`config.mk`:
```
export PLATFORM = sky130hd
export DESIGN_NAME = brc_serial_cmp
export DESIGN_NICKNAME = d
export VERILOG_FILES = /design/src/rtl/brc_pkg.sv /design/src/rtl/cla_4bit.sv /design/src/rtl/brc_serial_cmp.sv
export SDC_FILE = /design/constraint.sdc
export NUM_CORES = 1
export LEC_CHECK = 0
export ABC_AREA = 1
export ABC_CLOCK_PERIOD_IN_PS = 2500
export CAP_MARGIN = 25
export CORE_UTILIZATION = 45
export CTS_CLUSTER_SIZE = 12
export DETAILED_ROUTE_END_ITERATION = 10
export DONT_BUFFER_PORTS = 1
export GPL_TIMING_DRIVEN = 0
export PLACE_DENSITY_LB_ADDON = 0.15
export SLEW_MARGIN = 0
export SYNTH_ARGS = -nofsm -noshare
export SYNTH_HDL_FRONTEND = slang
export SYNTH_SLANG_ARGS = --single-unit
```
`constraint.sdc`:
```
create_clock -name i_clk -period 2.5 [get_ports i_clk]
set_input_delay 0.5 -clock i_clk [delete_from_list [all_inputs] [get_ports i_clk]]
set_output_delay 0.5 -clock i_clk [all_outputs]
set_load 0.01 [all_outputs]
```
`src/rtl/brc_pkg.sv`:
```
// Shared types and constants for the serial branch comparator.
// Nibble-serial A-B is built around one 4-bit carry-lookahead adder.
package brc_pkg;

    typedef enum logic [1:0] {
        IDLE,
        CALC,
        DONE
    } brc_state_e;

    localparam int NIB_BITS  = 4;
    localparam int DEF_WIDTH = 32;

    function automatic int nib_w(input int width);
        return (width / NIB_BITS > 1) ? $clog2(width / NIB_BITS) : 1;
    endfunction

    localparam int NIB_W = nib_w(DEF_WIDTH);

endpackage

```
`src/rtl/cla_4bit.sv`:
```
// Four-bit carry-lookahead adder.
// It supplies the per-cycle carry for the serial comparator.
module cla_4bit (
    input  logic [3:0] a_i,
    input  logic [3:0] b_i,
    input  logic       cin_i,
    output logic [3:0] sum_o,
    output logic       cout_o
);

    logic [3:0] g;
    logic [3:0] p;
    logic [4:0] c;

    assign g = a_i & b_i;
    assign p = a_i ^ b_i;

    assign c[0] = cin_i;
    assign c[1] = g[0] | (p[0] & c[0]);
    assign c[2] = g[1] | (p[1] & g[0]) | (p[1] & p[0] & c[0]);
    assign c[3] = g[2] | (p[2] & g[1]) | (p[2] & p[1] & g[0])
                | (p[2] & p[1] & p[0] & c[0]);
    assign c[4] = g[3] | (p[3] & g[2]) | (p[3] & p[2] & g[1])
                | (p[3] & p[2] & p[1] & g[0])
                | (p[3] & p[2] & p[1] & p[0] & c[0]);

    assign sum_o  = p ^ c[3:0];
    assign cout_o = c[4];

endmodule

```
`src/rtl/brc_serial_cmp.sv`:
```
// Multi-cycle branch comparator: forms A-B one nibble per cycle and
// reports equal / less flags behind a start/done handshake.
module brc_serial_cmp
    import brc_pkg::*;
#(
    parameter int WIDTH = 32
) (
    input  logic             i_clk,
    input  logic             i_rst,
    input  logic             i_start,
    input  logic [WIDTH-1:0] i_rs1_data,
    input  logic [WIDTH-1:0] i_rs2_data,
    input  logic             i_br_un,
    output logic             o_ready,
    output logic             o_busy,
    output logic             o_done,
    output logic             o_br_equal,
    output logic             o_br_less
);

    localparam int NIB   = WIDTH / NIB_BITS;
    localparam int CNT_W = nib_w(WIDTH);
    localparam logic [CNT_W-1:0] LAST = CNT_W'(NIB - 1);

    brc_state_e state_q, state_d;
    logic [WIDTH-1:0] a_sh_q, a_sh_d;
    logic [WIDTH-1:0] b_sh_q, b_sh_d;
    logic [CNT_W-1:0] cnt_q, cnt_d;
    logic un_q, un_d;
    logic sa_q, sa_d;
    logic sb_q, sb_d;
    logic carry_q, carry_d;
    logic eq_q, eq_d;
    logic equal_q, equal_d;
    logic less_q, less_d;

    logic [3:0] unused_sum;
    logic       cout;
    logic       nib_eq;

    cla_4bit u_cla (
        .a_i    (a_sh_q[3:0]),
        .b_i    (b_sh_q[3:0]),
        .cin_i  (carry_q),
        .sum_o  (unused_sum),
        .cout_o (cout)
    );

    assign nib_eq = (a_sh_q[3:0] == ~b_sh_q[3:0]);

    always_comb begin
        state_d = state_q;
        a_sh_d  = a_sh_q;
        b_sh_d  = b_sh_q;
        cnt_d   = cnt_q;
        un_d    = un_q;
        sa_d    = sa_q;
        sb_d    = sb_q;
        carry_d = carry_q;
        eq_d    = eq_q;
        equal_d = equal_q;
        less_d  = less_q;
        unique case (state_q)
            IDLE: begin
                if (i_start) begin
                    state_d = CALC;
                    a_sh_d  = i_rs1_data;
                    b_sh_d  = ~i_rs2_data;
                    un_d    = i_br_un;
                    sa_d    = i_rs1_data[WIDTH-1];
                    sb_d    = i_rs2_data[WIDTH-1];
                    carry_d = 1'b1;
                    eq_d    = 1'b1;
                    cnt_d   = '0;
                end
            end
            CALC: begin
                carry_d = cout;
                eq_d    = eq_q & nib_eq;
                a_sh_d  = a_sh_q >> NIB_BITS;
                b_sh_d  = b_sh_q >> NIB_BITS;
                cnt_d   = cnt_q + CNT_W'(1);
                if (cnt_q == LAST) begin
                    // Final carry-out set means A >= B unsigned.
                    state_d = DONE;
                    cnt_d   = '0;
                    equal_d = eq_q & nib_eq;
                    less_d  = un_q ? ~cout
                                   : ((sa_q ^ sb_q) ? sa_q : ~cout);
                end
            end
            DONE: state_d = IDLE;
            default: state_d = IDLE;
        endcase
    end

    always_ff @(posedge i_clk) begin
        if (i_rst) begin
            state_q <= IDLE;
            a_sh_q  <= '0;
            b_sh_q  <= '0;
            cnt_q   <= '0;
            un_q    <= 1'b0;
            sa_q    <= 1'b0;
            sb_q    <= 1'b0;
            carry_q <= 1'b0;
            eq_q    <= 1'b0;
            equal_q <= 1'b0;
            less_q  <= 1'b0;
        end else begin
            state_q <= state_d;
            a_sh_q  <= a_sh_d;
            b_sh_q  <= b_sh_d;
            cnt_q   <= cnt_d;
            un_q    <= un_d;
            sa_q    <= sa_d;
            sb_q    <= sb_d;
            carry_q <= carry_d;
            eq_q    <= eq_d;
            equal_q <= equal_d;
            less_q  <= less_d;
        end
    end

    assign o_ready    = (state_q == IDLE);
    assign o_busy     = (state_q != IDLE);
    assign o_done     = (state_q == DONE);
    assign o_br_equal = equal_q;
    assign o_br_less  = less_q;

endmodule

```
## After elaboration in Yosys (flattened, before gate mapping)

Cells that the tools add are included.

- Register bits after elaboration: 76
- Input port bits: 68
- Output and inout port bits: 5
- Word-level logic and storage cells: 58

- Add/sub/neg operators: 1
- Equal/unequal tests: 6
- Mux-type cells: 15
- Bitwise operators: 18
- Reductions and logical operators: 7

Operator list:

| kind | count |
|---|---|
| 32-bit case mux with 2 select lines | 2 |
| 32-bit 2-to-1 mux | 2 |
| 32-bit NOT | 1 |
| 1-bit bitwise AND | 8 |
| 2-bit AND reduction | 4 |
| 3-bit 2-to-1 mux | 2 |
| 3-bit case mux with 2 select lines | 1 |
| 4-bit bitwise AND | 1 |
| 4-bit == test | 1 |
| 2-bit 2-to-1 mux | 2 |
| 2-bit != test (second input constant) | 2 |
| 4-bit NOT | 1 |
| 1-bit bitwise OR | 4 |
| 1-bit case mux with 2 select lines | 2 |
| 2-bit case mux with 2 select lines | 1 |
| 2-bit nonzero test | 2 |
| 4-bit XOR | 1 |
| 3-bit by 1-bit adder with 3-bit output (second input constant) | 1 |
| 3-bit == test (second input constant) | 1 |
| 1-bit 2-to-1 mux | 3 |
| 2-bit by 1-bit == test with 1-bit output (second input constant) | 1 |
| 2-bit == test (second input constant) | 1 |
| 2-bit zero test | 1 |
| 1-bit NOT | 1 |
| 1-bit XOR | 1 |

## Longest topological paths before layout

Gate-level depths: netlist of the first run.

- Depth after elaboration: 9
- Depth in mapped cells: 9
- Mapped depth without buffers: 8

## Hierarchy

Synthesis of the first run repeated with hierarchy kept, for this count alone.

- Cell total of the unflattened synthesis: 539
- Area total of the unflattened synthesis: 3575.9 um^2

By module, submodules not included:

| module | times used | cells an instance | area an instance (um^2) | seq. area each (um^2) |
|---|---|---|---|---|
| brc_serial_cmp | 1 | 512 | 3402.0 | 1521.5 |
| cla_4bit | 1 | 27 | 173.9 | 0.0 |

## Least setup slack after synthesis of the first run

No wires, ideal clock.

- Path kind: register to register
- Start point: reg state_q[1]
- End point: reg a_sh_q[24]
- Setup time: 0.119 ns
- Arrival time: 1.166 ns
- Data required time: 2.381 ns
- Path slack: 1.214 ns
- Stages on the path, launching flop included: 8
- Path buffers: 1
- Clock period less this slack: 1.286 ns
- Cell sequence: dfxtp_1 -> nor2_2 -> nand2_2 -> inv_2 -> nor2_8 -> buf_2 -> o21ai_0 -> a21oi_1

- Longest elaborated chain between the ends: 3
- Elaborated cells between the ends (all ways): 6
- Those cells by class: eq/ne (2); mux (1); reduce/logical (3)

Ends and longest elaborated chain:

| item | line | RTL |
|---|---|---|
| start: declaration | brc_serial_cmp.sv:25 | `brc_state_e state_q, state_d;` |
| start signal: assignment | brc_serial_cmp.sv:111 | `state_q <= state_d;` |
| 2-bit zero test * | - |  |
| named net o_ready | brc_serial_cmp.sv:14 | `output logic o_ready,` |
| 2-bit != test (no source line) / 2-bit nonzero test (equally long branches) | - |  |
| 2-bit AND reduction (no source line) | - |  |
| end signal: assignment | brc_serial_cmp.sv:112 | `a_sh_q <= a_sh_d;` |
| end: declaration | brc_serial_cmp.sv:26 | `logic [WIDTH-1:0] a_sh_q, a_sh_d;` |

The timed path passes the listed nets; every way through them passes the cells marked *.
A chain may end at the register's enable or synchronous reset.

## Worst setup path in the final report of the first run

- Start point: reg state_q[1]
- End point: reg b_sh_q[25]

- Longest elaborated chain between the ends: 3
- Elaborated cells between the ends (all ways): 6
- Those cells by class: eq/ne (2); mux (1); reduce/logical (3)

Ends and longest elaborated chain:

| item | line | RTL |
|---|---|---|
| 2-bit zero test * | - |  |
| named net o_ready | brc_serial_cmp.sv:14 |  |
| 2-bit != test (no source line) / 2-bit nonzero test (equally long branches) | - |  |
| 2-bit AND reduction (no source line) | - |  |
| end signal: assignment | brc_serial_cmp.sv:113 | `b_sh_q <= b_sh_d;` |
| end: declaration | brc_serial_cmp.sv:27 | `logic [WIDTH-1:0] b_sh_q, b_sh_d;` |

Marked as above.

==> flow_metrics.tcl, run 1 <==
set metrics [dict create \
    ys_types 26 \
    nets 567 \
    hpwlAfterDp_um 5637 \
    multi_input_area_mm2 0.001560 \
    syn_to_final_growth_pct 10.06 \
    final_core_util_pct 51.34 \
    synth_top_area_share_pct 44.97 \
    htree_num_levels 3 \
    slew_headroom_pct 64.04 \
    avgRoutedWirePerCell_um 12.88 \
    final_cell_mix "nand2_1 (155), dfxtp_1 (76), a21oi_1 (71), o21ai_0 (70), inv_1 (33)" \
    rsz0062_at_grt "false" \
    start_kind "register" \
    crit_type "register to register" \
    static-leakage-power_nw 1.500 \
    grt_max_degree 13 \
    gp_congestion 0.7523 \
    cp_max_fo 10 \
    hold_viol 0 \
    drt-initial-drc-count 124 \
    cts_setup_buffers 0 \
    rows 31 \
    drv_cap 0 \
    cts_tree "yes" \
    antenna-diode-count 0 \
    ys_warn_count 0 \
    power_density_mw_per_mm2 746.9 \
    mostFrequentLayoutCell "nand2_1" \
    worst_slew_pin_slew_ns 0.5393 \
    synth_nets 556 \
    cts.sinks 76 \
    hold_class "input port to register" \
    final-setup-viol-count 0 \
    detail-route-antenna-nets 0 \
    finalCritPeriodShare_pct 64.71 \
    cp-end-kind "register" \
    io_buffers 0 \
    tns_ns 0 \
    clk_pin_slew_ns 0.08 \
    fmax_mhz 618.1 \
    drc 0 \
    yosysSeqAreaShare_pct 44.97 \
    initial_core_util_pct 46.64 \
    drive_above_1_share_pct 8.434 \
    setup_ws_ns 0.8823 \
    grt.overflow.total 0 \
    insertion_delay_ns 0.35 \
    coreArea_mm2 0.007253 \
    p_total_w 0.002781 \
    fin_worst_skew_ns 0.008942 \
    dp_slack_ns 0.8533 \
    n_fill_cell 775 \
    io_pins 73 \
    grt_pass1_vias 2724 \
    die_h_um 88.71 \
    synth.largest_area_cell "dfxtp_1" \
    antenna_found_initial 0 \
    die_w_um 88.71 \
    status "finished clean" \
    ctsHoldBuffers 0 \
    grt_pass1_wl_um 12560 \
    die_area_mm2 0.007869 \
    drv_slew 0 \
    peakVddDrop_uv 291.6 \
    synth-seq-cells 76 \
    synth.avg_cell_area_um2 7.019 \
    netlist_area_mm2 0.003383 \
    synth.area.top_cells "dfxtp_1 (45%), nand2_1 (17%), a21oi_1 (11%)" \
    period_needed_ns 1.618 \
    seq_area_mm2 0.001521 \
    cts.repair.resized 0 \
    numCtsBuffers 9 \
    wl_um 7690 \
    vias 3001 \
    synthCells 482 \
    cts.path.max_buffers 2 \
    grt_usage_pct 21.09 \
    dr.pass1.iters 4 \
    crit_required_ns 2.77 \
    viasPerCell 5.027 \
    worstPathArrival_ns 1.89 \
    cts-root-buf "clkbuf_8" \
]
routing by layer:
metal	up-vias	GRT usage, %	share of wire [%]	wire [um]
met2	64	31.61	43	3286
met4	0	8.358	1.6	126
li1	1587	-	-	-
met5	-	0	0	0
met3	10	5.410	6.5	497
met1	1340	28.97	49	3780
Yosys cell counts, drive strengths merged:
cell,count
a211oi,1
a21oi,71
buf,20
clkbuf,12
dfxtp,76
ha,6
inv,36
nand2,156
nand3,2
nand4,1
nor2,14
nor3,1
nor3b,1
o21a,1
o21ai,80
o21bai,1
or2,3
where the power goes:
group          internal, W  total [W]  switching, W
sequential         0.00131    0.00135     0.0000393
combinational     0.000140   0.000404      0.000264
clock             0.000585    0.00103      0.000442
total              0.00204    0.00278      0.000745
registers in the layout, indices dropped and copies added, names as in the netlist:
register    flops
a_sh_q         32
b_sh_q         32
carry_q         1
cnt_q           3
eq_q            1
o_br_equal      1
o_br_less       1
sa_q            1
sb_q            1
state_q         2
un_q            1
final cells by class:
class	count	area share (%)
Inverter	36	3.696
Buffer	32	4.402
Clock inverter	5	2.016
Sequential cell	76	40.86
Clock buffer	11	3.797
Tap cell	99	3.327
Multi-Input combinational cell	338	41.90
critical path, stage by stage (launching register included):
cell,delay [ns]
dfxtp_1,0.32
nor2_2,0.26
nand2_2,0.18
inv_2,0.21
nor2_8,0.07
inv_2,0.14
buf_6,0.17
nand2_1,0.06
a21oi_1,0.13
per-stage QoR:
step | hold slack, ns | area [um^2] | cells
6_report | 0.3029 | 3724 | 597
5_1_grt | 0.2981 | 3724 | 597
4_1_cts | 0.2893 | 3724 | 597
3_5_place_dp | 0.4409 | 3507 | 581
3_3_place_gp | 0.4337 | 3507 | 581
2_1_floorplan | 0.4246 | 3383 | 482
final timing paths:
path	from	endpoint	slack [ns]	depth (start not counted)
setup / recovery	state_q[1]	b_sh_q[25]	0.88	8
hold / removal	i_rs1_data[29]	a_sh_q[29]	0.30	2
setup reg to reg	state_q[1]	b_sh_q[25]	0.88	8
hold reg to reg	a_sh_q[11]	a_sh_q[11]	0.45	2
cell families after synthesis:
group / synth area share (%)
AND/OR/NAND/NOR: 20.90
AO/OA/AOI/OAI: 23.00
flip-flops: 44.97
buffers and inverters: 8.913
adder cells (fa/ha/maj): 2.219
Note: power is estimated with default switching activity, not from simulation.
==> run 2, diff against run 1 <==
--- a/config.mk
+++ b/config.mk
@@ -6,7 +6,7 @@
 export NUM_CORES = 1
 export LEC_CHECK = 0
 export ABC_AREA = 1
-export ABC_CLOCK_PERIOD_IN_PS = 2500
+export ABC_CLOCK_PERIOD_IN_PS = 1400
 export CAP_MARGIN = 25
 export CORE_UTILIZATION = 45
 export CTS_CLUSTER_SIZE = 12
==> constraint.sdc (replaced) <==
create_clock -name i_clk -period 1.4 [get_ports i_clk]
set_input_delay 0.28 -clock i_clk [delete_from_list [all_inputs] [get_ports i_clk]]
set_output_delay 0.28 -clock i_clk [all_outputs]
set_load 0.01 [all_outputs]
==> flow_metrics.tcl, run 2 (synthesis results as in run 1) <==
set metrics [dict create \
    antenna_found_initial 0 \
    finalCritPeriodShare_pct 98.91 \
    grt_usage_pct 21.32 \
    antenna-diode-count 0 \
    wl_met2_um 3489 \
    cp_max_fo 10 \
    insertion_delay_ns 0.34 \
    drive_above_1_share_pct 12.50 \
    drt-initial-drc-count 138 \
    vias 3025 \
    p_total_w 0.005097 \
    slew_headroom_pct 63.75 \
    hold_viol 0 \
    drv_slew 0 \
    die_area_mm2 0.007869 \
    rsz0062_at_grt "true" \
    ctsHoldBuffers 0 \
    rr_startpoint "state_q[1]" \
    cts_tree "yes" \
    met3_length_um 594 \
    cpMaxStageDelayCell "dfxtp_2" \
    clk_pin_slew_ns 0.07 \
    final_cell_mix "nand2_1 (152), dfxtp_1 (74), a21oi_1 (71), o21ai_0 (53), inv_1 (32)" \
    coreArea_mm2 0.007253 \
    power_density_mw_per_mm2 1294 \
    htree_num_levels 3 \
    syn_to_final_growth_pct 16.46 \
    die_w_um 88.71 \
    initial_core_util_pct 46.64 \
    stdcell_count 603 \
    grt_pass1_vias 2740 \
    io_pins 73 \
    critPathLaunch "state_q[1]" \
    grt_max_degree 13 \
    cp-end-kind "register" \
    hold_class "input port to register" \
    wl_met1_um 3734 \
    die_h_um 88.71 \
    numCtsBuffers 9 \
    viasPerCell 5.017 \
    static-leakage-power_nw 1.600 \
    worstSetupEndpoint "a_sh_q[27]" \
    worst_slew_pin_slew_ns 0.5437 \
    crit_chain "inv_2 > nand2_4 > buf_12 > clkinv_8 > nor2_4 > buf_2 > a21oi_1" \
    gp_congestion 0.7523 \
    drc 0 \
    cts-root-buf "clkbuf_8" \
    largestRegisters "a_sh_q: 32 flops, b_sh_q: 32 flops, cnt_q: 3 flops" \
    highest_layer "met4" \
    avgRoutedWirePerCell_um 13.13 \
    cts.sinks 76 \
    final_core_util_pct 54.32 \
    crit_type "register to register" \
    peakVddDrop_uv 553.9 \
    crit_required_ns 1.63 \
    fin_worst_skew_ns 0.009640 \
    nets 573 \
    detail-route-antenna-nets 0 \
    rrSetupSlack_ns 0.02 \
    drv_cap 0 \
    grt_pass1_wl_um 12700 \
    dr.pass1.iters 4 \
    placed_cells 581 \
    mostFrequentLayoutCell "nand2_1" \
    timing.rr.end "a_sh_q[27]" \
    io_buffers 0 \
    worstPathArrival_ns 1.61 \
    period_needed_ns 1.385 \
    final-setup-viol-count 0 \
    slowest_delay_ns 0.36 \
    grt.overflow.total 0 \
    hpwlAfterDp_um 5637 \
    status "finished clean" \
    start_kind "register" \
    rows 31 \
    cts.path.max_buffers 2 \
    rr_worst_depth 7 \
    wl_um 7919 \
    fmax_mhz 722.2 \
]
==> run 2: changes by cell type in the layout (fill, tap and decap cells not counted), moves of 3 or more <==
cell	delta
o21ai_0	-17
clkbuf_4	+3
nand2_1	-3
clkbuf_1	-5
buf_6	+6
clkbuf_2	+3
o21ai_1	+17
nor2_1	-3
buf_4	+4
buf_2	-11
==> run 2: what timing repair did <==
item / 4_1_cts / 5_1_grt
gates resized for setup: 28 / 43
buffers inserted: 1 / 1
pin swaps: 3 / 3
cloned: 1 / 3
setup endpoints to repair: 68 / 70
==> run 2: power breakdown <==
group	total (W)	internal (W)	switching (W)
sequential	0.00241	0.00234	0.0000723
combinational	0.000847	0.000336	0.000511
clock	0.00184	0.00104	0.000791
==> run 2: critical path, delay by kind of cell, from the launching register on <==
kind / cells / cell delay, ns
buffers and inverters: 4 / 0.51
flip-flops: 1 / 0.36
AND/OR/NAND/NOR: 2 / 0.30
AO/OA/AOI/OAI: 1 / 0.09
==> run 2: metal layers <==
layer / global-route usage (%) / vias to the layer above
met5: 0 / -
met4: 8.358 / 0
met1: 29.26 / 1350
li1: - / 1605
met3: 5.410 / 9
met2: 32.10 / 61
==> run 2: how the worst min path moves through the flow <==
stage / start / end / cells after the start
after floorplan: a_sh_q[10] / a_sh_q[10] / 2
after global placement: a_sh_q[12] / a_sh_q[12] / 2
after detailed placement: i_rs1_data[29] / a_sh_q[29] / 2
after CTS: i_rs1_data[29] / a_sh_q[29] / 2
after global routing: i_rs1_data[30] / a_sh_q[30] / 2
final: i_rs1_data[29] / a_sh_q[29] / 2
==> run 2: cell type report <==
cell class	count	area, um^2
buffer	32	252.7
clock buffer	11	141.4
clock inverter	5	75.07
fill	744	3313
inverter	36	160.2
multi-input combinational	339	1607
sequential	76	1524
tap	99	123.9
timing repair buffer	4	47.55
timing repair inverter	1	8.758
==> run 2: through the flow <==
step | setup TNS, ns | hold slack, ns | setup slack (ns) | cell area [um^2]
2_1_floorplan | 0 | 0.4246 | 0.1143 | 3383
3_3_place_gp | -10.44 | 0.4337 | -0.2231 | 3507
3_5_place_dp | -11.60 | 0.4359 | -0.2467 | 3507
4_1_cts | 0 | 0.06744 | 0.001806 | 3810
5_1_grt | -0.7224 | 0.07631 | -0.08966 | 3940
6_report | 0 | 0.08434 | 0.01525 | 3940
